[src/rtl/instr_fetch_ctrl_pkg.sv]
// Shared types and constants for the instruction fetch sequencer.
// Instructions are fixed three-byte records: opcode, operand1, operand2.
package fetch_pkg;

    localparam int          INSTR_BYTES = 3;
    localparam logic [7:0]  HALT_OPCODE = 8'hFF;
    localparam logic [15:0] RESET_PC    = 16'h0000;

    typedef enum logic [2:0] {
        ST_IDLE   = 3'd0,
        ST_FETCH0 = 3'd1,
        ST_FETCH1 = 3'd2,
        ST_FETCH2 = 3'd3,
        ST_HOLD   = 3'd4,
        ST_HALT   = 3'd5,
        ST_CLEAR  = 3'd6
    } fetch_state_t;

endpackage

[src/rtl/instr_fetch_ctrl_if.sv]
// Control, program-RAM and decode-side signals of the fetch sequencer.
// master = the sequencer itself, slave = RAM/decode/control environment.
interface instr_fetch_ctrl_if #(
    parameter int ADDR_W = 16,
    parameter int DATA_W = 8
);
    logic              start;
    logic              clear_req;
    logic              jump_valid;
    logic [ADDR_W-1:0] jump_addr;

    logic [ADDR_W-1:0] mem_address;
    logic              mem_clear;
    logic [DATA_W-1:0] mem_datain;

    logic              instr_valid;
    logic              instr_ready;
    logic [DATA_W-1:0] instr_opcode;
    logic [DATA_W-1:0] instr_op1;
    logic [DATA_W-1:0] instr_op2;
    logic [ADDR_W-1:0] instr_pc;

    logic              halted;
    logic              busy;

    modport master (
        input  start, clear_req, jump_valid, jump_addr,
        input  mem_datain, instr_ready,
        output mem_address, mem_clear,
        output instr_valid, instr_opcode, instr_op1, instr_op2, instr_pc,
        output halted, busy
    );

    modport slave (
        output start, clear_req, jump_valid, jump_addr,
        output mem_datain, instr_ready,
        input  mem_address, mem_clear,
        input  instr_valid, instr_opcode, instr_op1, instr_op2, instr_pc,
        input  halted, busy
    );

endinterface

[src/rtl/instr_fetch_ctrl.sv]
// Fetches 3-byte instructions from a combinational-read RAM, one byte per cycle.
// Latency: start edge + 3 cycles to instr_valid; holds payload until instr_ready.
module instr_fetch_ctrl #(
    parameter int                ADDR_W      = 16,
    parameter int                DATA_W      = 8,
    parameter logic [ADDR_W-1:0] RESET_PC    = fetch_pkg::RESET_PC,
    parameter logic [DATA_W-1:0] HALT_OPCODE = fetch_pkg::HALT_OPCODE
) (
    input  logic               clk,
    input  logic               reset,
    instr_fetch_ctrl_if.master bus
);
    import fetch_pkg::*;

    fetch_state_t      state;
    fetch_state_t      state_nxt;
    logic [ADDR_W-1:0] pc;
    logic [ADDR_W-1:0] pc_nxt;

    logic [DATA_W-1:0] opcode_q;
    logic [DATA_W-1:0] op1_q;
    logic [DATA_W-1:0] op2_q;
    logic [ADDR_W-1:0] instr_pc_q;
    logic              valid_q;
    logic              halted_q;

    logic              handshake;
    logic              is_halt;
    logic              in_fetch;
    logic              fetch_keep;
    logic [ADDR_W-1:0] pc_step;

    assign handshake  = valid_q & bus.instr_ready;
    assign is_halt    = (bus.mem_datain == HALT_OPCODE);
    assign in_fetch   = (state == ST_FETCH0) || (state == ST_FETCH1) ||
                        (state == ST_FETCH2);
    // A jump during any fetch byte discards the partial instruction.
    assign fetch_keep = in_fetch && !bus.jump_valid;
    assign pc_step    = pc + ADDR_W'(INSTR_BYTES);

    always_comb begin
        state_nxt = state;
        pc_nxt    = pc;
        case (state)
            ST_IDLE: begin
                if (bus.jump_valid) begin
                    pc_nxt = bus.jump_addr;
                end
                if (bus.clear_req) begin
                    state_nxt = ST_CLEAR;
                end else if (bus.start) begin
                    state_nxt = ST_FETCH0;
                end
            end
            ST_FETCH0: begin
                if (bus.jump_valid) begin
                    pc_nxt    = bus.jump_addr;
                    state_nxt = ST_FETCH0;
                end else if (is_halt) begin
                    state_nxt = ST_HALT;
                end else begin
                    state_nxt = ST_FETCH1;
                end
            end
            ST_FETCH1: begin
                if (bus.jump_valid) begin
                    pc_nxt    = bus.jump_addr;
                    state_nxt = ST_FETCH0;
                end else begin
                    state_nxt = ST_FETCH2;
                end
            end
            ST_FETCH2: begin
                if (bus.jump_valid) begin
                    pc_nxt    = bus.jump_addr;
                    state_nxt = ST_FETCH0;
                end else begin
                    state_nxt = ST_HOLD;
                end
            end
            ST_HOLD: begin
                // Jump requests only count when they coincide with acceptance.
                if (handshake) begin
                    pc_nxt    = bus.jump_valid ? bus.jump_addr : pc_step;
                    state_nxt = ST_FETCH0;
                end
            end
            ST_HALT: begin
                if (bus.clear_req) begin
                    state_nxt = ST_CLEAR;
                end
            end
            ST_CLEAR: begin
                pc_nxt    = RESET_PC;
                state_nxt = ST_IDLE;
            end
            default: begin
                pc_nxt    = RESET_PC;
                state_nxt = ST_IDLE;
            end
        endcase
    end

    always_ff @(posedge clk or posedge reset) begin
        if (reset) begin
            state <= ST_IDLE;
            pc    <= RESET_PC;
        end else begin
            state <= state_nxt;
            pc    <= pc_nxt;
        end
    end

    always_ff @(posedge clk or posedge reset) begin
        if (reset) begin
            opcode_q   <= '0;
            op1_q      <= '0;
            op2_q      <= '0;
            instr_pc_q <= '0;
        end else if (fetch_keep) begin
            case (state)
                ST_FETCH0: begin
                    opcode_q   <= bus.mem_datain;
                    instr_pc_q <= pc;
                end
                ST_FETCH1: op1_q <= bus.mem_datain;
                ST_FETCH2: op2_q <= bus.mem_datain;
                default:   opcode_q <= opcode_q;
            endcase
        end
    end

    always_ff @(posedge clk or posedge reset) begin
        if (reset) begin
            valid_q <= 1'b0;
        end else if (fetch_keep && (state == ST_FETCH2)) begin
            valid_q <= 1'b1;
        end else if (handshake) begin
            valid_q <= 1'b0;
        end
    end

    always_ff @(posedge clk or posedge reset) begin
        if (reset) begin
            halted_q <= 1'b0;
        end else if (fetch_keep && (state == ST_FETCH0) && is_halt) begin
            halted_q <= 1'b1;
        end else if (state == ST_CLEAR) begin
            halted_q <= 1'b0;
        end
    end

    always_comb begin
        bus.mem_address = pc;
        case (state)
            ST_FETCH1: bus.mem_address = pc + ADDR_W'(1);
            ST_FETCH2: bus.mem_address = pc + ADDR_W'(2);
            default:   bus.mem_address = pc;
        endcase
    end

    assign bus.mem_clear    = (state == ST_CLEAR);
    assign bus.instr_valid  = valid_q;
    assign bus.instr_opcode = opcode_q;
    assign bus.instr_op1    = op1_q;
    assign bus.instr_op2    = op2_q;
    assign bus.instr_pc     = instr_pc_q;
    assign bus.halted       = halted_q;
    assign bus.busy         = in_fetch || (state == ST_HOLD);

endmodule

[src/flat_wrapper.sv]
// flat-port wrapper written by rule: the top's interface ports become plain ports
module instr_fetch_ctrl_flat import fetch_pkg::*;
#(
    parameter int                ADDR_W      = 16,
    parameter int                DATA_W      = 8,
    parameter logic [ADDR_W-1:0] RESET_PC    = fetch_pkg::RESET_PC,
    parameter logic [DATA_W-1:0] HALT_OPCODE = fetch_pkg::HALT_OPCODE
)
  (clk, reset, bus_start, bus_clear_req, bus_jump_valid, bus_jump_addr, bus_mem_datain, bus_instr_ready, bus_mem_address, bus_mem_clear, bus_instr_valid, bus_instr_opcode, bus_instr_op1, bus_instr_op2, bus_instr_pc, bus_halted, bus_busy);
  instr_fetch_ctrl_if #(.ADDR_W(ADDR_W), .DATA_W(DATA_W)) bus_i ();
  input  logic clk;
  input  logic reset;
  input wire logic [$bits(bus_i.start)-1:0] bus_start;
  input wire logic [$bits(bus_i.clear_req)-1:0] bus_clear_req;
  input wire logic [$bits(bus_i.jump_valid)-1:0] bus_jump_valid;
  input wire logic [$bits(bus_i.jump_addr)-1:0] bus_jump_addr;
  input wire logic [$bits(bus_i.mem_datain)-1:0] bus_mem_datain;
  input wire logic [$bits(bus_i.instr_ready)-1:0] bus_instr_ready;
  output wire logic [$bits(bus_i.mem_address)-1:0] bus_mem_address;
  output wire logic [$bits(bus_i.mem_clear)-1:0] bus_mem_clear;
  output wire logic [$bits(bus_i.instr_valid)-1:0] bus_instr_valid;
  output wire logic [$bits(bus_i.instr_opcode)-1:0] bus_instr_opcode;
  output wire logic [$bits(bus_i.instr_op1)-1:0] bus_instr_op1;
  output wire logic [$bits(bus_i.instr_op2)-1:0] bus_instr_op2;
  output wire logic [$bits(bus_i.instr_pc)-1:0] bus_instr_pc;
  output wire logic [$bits(bus_i.halted)-1:0] bus_halted;
  output wire logic [$bits(bus_i.busy)-1:0] bus_busy;
  assign bus_i.start = bus_start;
  assign bus_i.clear_req = bus_clear_req;
  assign bus_i.jump_valid = bus_jump_valid;
  assign bus_i.jump_addr = bus_jump_addr;
  assign bus_i.mem_datain = bus_mem_datain;
  assign bus_i.instr_ready = bus_instr_ready;
  assign bus_mem_address = bus_i.mem_address;
  assign bus_mem_clear = bus_i.mem_clear;
  assign bus_instr_valid = bus_i.instr_valid;
  assign bus_instr_opcode = bus_i.instr_opcode;
  assign bus_instr_op1 = bus_i.instr_op1;
  assign bus_instr_op2 = bus_i.instr_op2;
  assign bus_instr_pc = bus_i.instr_pc;
  assign bus_halted = bus_i.halted;
  assign bus_busy = bus_i.busy;
  instr_fetch_ctrl #(.ADDR_W(ADDR_W), .DATA_W(DATA_W), .RESET_PC(RESET_PC), .HALT_OPCODE(HALT_OPCODE)) u_core (.clk(clk), .reset(reset), .bus(bus_i));
endmodule
[config.mk]
export PLATFORM = sky130hd
export DESIGN_NAME = instr_fetch_ctrl_flat
export DESIGN_NICKNAME = d
export VERILOG_FILES = /design/src/rtl/instr_fetch_ctrl_pkg.sv /design/src/rtl/instr_fetch_ctrl_if.sv /design/src/rtl/instr_fetch_ctrl.sv /design/src/flat_wrapper.sv
export SDC_FILE = /design/constraint.sdc
export NUM_CORES = 1
export LEC_CHECK = 0
export BUFFER_PORTS_ARGS = -buffer_cell sky130_fd_sc_hd__buf_2
export CAP_MARGIN = 10
export CORE_UTILIZATION = 57
export DETAILED_ROUTE_END_ITERATION = 8
export PLACE_DENSITY = 0.85
export SLEW_MARGIN = 0
export SYNTH_ARGS = -nofsm -noshare
export SYNTH_HDL_FRONTEND = slang
export SYNTH_SLANG_ARGS = --single-unit
[constraint.sdc]
create_clock -name clk -period 4.5 [get_ports clk]
set_input_delay 0.225 -clock clk [delete_from_list [all_inputs] [get_ports clk]]
set_output_delay 0.225 -clock clk [all_outputs]
set_load 0.005 [all_outputs]
==> results.yml <==
outcome:
  outcome: "completed"
cells_and_area:
  drive_above_1_share: 0.382
  nNetsFinal: 451
  final_core_util: 0.695
  syn_to_final_growth_pct: 17.7
  num_antenna_cells: 0
  stdcell_area_um2: 4120
grt:
  grt-ovfl-total: 0
  antenna_found_initial: 0
  grt_usage: 0.294
  grt_max_degree: 62
  grt_pass1_vias: 2916
  grt_first_pass_wirelength_mm: 14.2
sta:
  period_share: 0.635
  hold_violations: 0
  setup_tns_ns: 0
  fmax_ghz: 0.350
  worst_slack_ns: 1.64
  rsz0062_at_grt: "false"
  setup_viol: 0
  worst_pin_slew_ns: 0.853
  min_period_ns: 2.86
  fin_skew_ns: 0.00904
  drv_slew: 0
  relSlewSlack: 0.431
  holdWs_ns: 0.0980
detailed_routing:
  first_iter_violations: 353
  final_antenna_net_count: 0
  first_pass_iters: 5
  drc: 0
  viasPerCell: 6.30
  wl_mm: 8.80
  wl_per_cell_um: 17.7
  via_count: 3124
clock_tree:
  post_cts_resized: 0
  ctsHoldBuffers: 0
  clkSinkCount: 61
  clock_latency_ns: 0.35
  h-tree-depth: 3
  cts_setup_buffers: 0
  cts.clk_slew.worst_paths_ns: 0.08
  cts_buffer_depth: 2
  cts_root_buffer: "clkbuf_8"
  cts_buffers: 9
  cts_tree: "built"
yosys:
  synth_top_area_cell: "dfrtp_1"
  ys_seq_area_frac: 0.436
  syn-num-nets: 377
  synth_top_cell_area_share: 0.436
  synth_cell_type_count: 60
  syn_area_um2: 3500
  syn_area_per_cell_um2: 10.2
  synthArstFlopShare: 1.00
  yosys_register_bits: 61
  synth_top_flop_cell: "dfrtp_1"
  yosys_warnings: 0
  yosys-top-cells-area: "dfrtp_1 (44%), mux2_2 (13%), a21oi_1 (2.9%)"
  synth_cells: 342
  synth-edff-count: 0
setup_path:
  cp_slowest_cell: "dfrtp_1"
  slowest_delay_ns: 0.63
  rrSetupSlack_ns: 1.94
  cp_top_family: "simple AND/OR/NAND/NOR gates"
  path_max_fanout: 23
  cp_num_buf_inv: 1
  critPathArrivalTime_ns: 2.63
  critPathKind: "reg -> out"
  crit_chain: "nand2b_1 -> or3_1 -> nor3_2 -> xor2_1 -> buf_2"
  end_kind: "output pin"
  critPathRequiredTime_ns: 4.28
  cp-start-kind: "register"
floorplan:
  dieHeight_um: 80.3
  num_rows: 28
  ios: 90
  design.core.area_um2: 5920
  initial_core_util: 0.591
  die_area_um2: 6450
  fp.dieW_um: 80.3
power_and_ir_drop:
  power.density_nw_per_um2: 714
  leakagePower_uw: 0.00183
  peakVddDrop_mv: 0.453
placement:
  gp_congestion: 0.856
  placed_cell_area_um2: 3920
  io_buffers: 89
  hpwl_mm: 6.08
  dp_slack_ns: 1.99
job:
  maxCapViolations: 0
hold_path:
  hold_class: "in -> async"
[layout by cell type (no fill, tap or decap), types with 9 or more instances in the layout]
cell and n:
nand2b_1 10, nand2_1 18, o21ai_0 16, nor2_1 17
inv_1 10, a21oi_1 20, clkbuf_8 9, mux2_2 40
dfrtp_1 61, buf_2 89
[through the flow]
stage	cells	power [uW]
final	496	2940
after global routing	496	3140
after CTS	496	2930
after detailed placement	480	2430
after global placement	480	2360
after floorplan	342	1960
[where the power goes]
| group | total [uW] | internal [uW] | switching, uW |
|---|---|---|---|
| logic | 1280 | 641 | 639 |
| clock network | 495 | 260 | 235 |
| registers | 1160 | 816 | 348 |
[flip-flops by register name, summed over array words and instances (netlist names)]
| name | flops |
|---|---|
| u_core.bus.instr_pc | 16 |
| u_core.pc | 16 |
| u_core.bus.instr_op1 | 8 |
| u_core.bus.instr_op2 | 8 |
| u_core.bus.instr_opcode | 8 |
| u_core.state | 3 |
| u_core.bus.halted | 1 |
| u_core.bus.instr_valid | 1 |
[per-layer routing]
| layer | global-route usage | wire length [um] |
|---|---|---|
| met5 | 0 | 0 |
| met4 | 0.134 | 261 |
| met3 | 0.0750 | 788 |
| met2 | 0.442 | 4080 |
| met1 | 0.398 | 3660 |
[worst reg2reg max path: stages (launching register included)]
cell and delay [ns]:
dfrtp_1 0.77, clkinv_1 0.49, a2bb2oi_2 0.65, o21ai_0 0.22, a211o_1 0.32
[kinds of logic after synthesis]
family	share of synthesized area
buf+inv	0.0515
mux	0.134
flops	0.436
simple gates	0.162
fa+ha+maj	0.0179
compound gates	0.158
xor+xnor	0.0401
[synth_stat cells (all sizes together) (2+ instances only)]
| master | number |
|---|---|
| o31ai | 5 |
| xor2 | 8 |
| buf | 16 |
| or3b | 2 |
| clkbuf | 12 |
| mux2i | 2 |
| nand4 | 9 |
| xnor2 | 8 |
| nand2 | 18 |
| nand3b | 3 |
| nor2b | 3 |
| and3 | 3 |
| o21a | 4 |
| a211oi | 5 |
| o22ai | 9 |
| nand2b | 10 |
| o31a | 3 |
| o21ai | 17 |
| a21oi | 20 |
| a211o | 2 |
| ha | 5 |
| nor4 | 8 |
| nor2 | 18 |
| nor3b | 3 |
| dfrtp | 61 |
| o2bb2ai | 2 |
| nor3 | 11 |
| inv | 11 |
| nand3 | 3 |
| mux2 | 40 |
| a221oi | 2 |
[final cells by class]
class,instances,area [um^2]
Fill cell,448,1800
Multi-Input combinational cell,241,1790
Sequential cell,61,1530
Timing Repair Buffer,91,460
Clock buffer,10,128
Tap cell,75,93.8
Clock inverter,6,72.6
Inverter,12,45.0
[final timing paths]
kind	startpoint	endpoint	depth (start not counted)
max in group asynchronous	reset	u_core.bus.halted	3
setup / recovery	u_core.state[2]	bus_mem_address[13]	5
setup reg to reg	u_core.state[2]	u_core.pc[12]	4
min in group clk	bus_instr_ready	u_core.bus.instr_valid	2
hold reg to reg	u_core.bus.instr_pc[8]	u_core.bus.instr_pc[8]	1
hold / removal	reset	u_core.bus.instr_op2[4]	3
No activity file was read; power rests on OpenSTA's default activity.
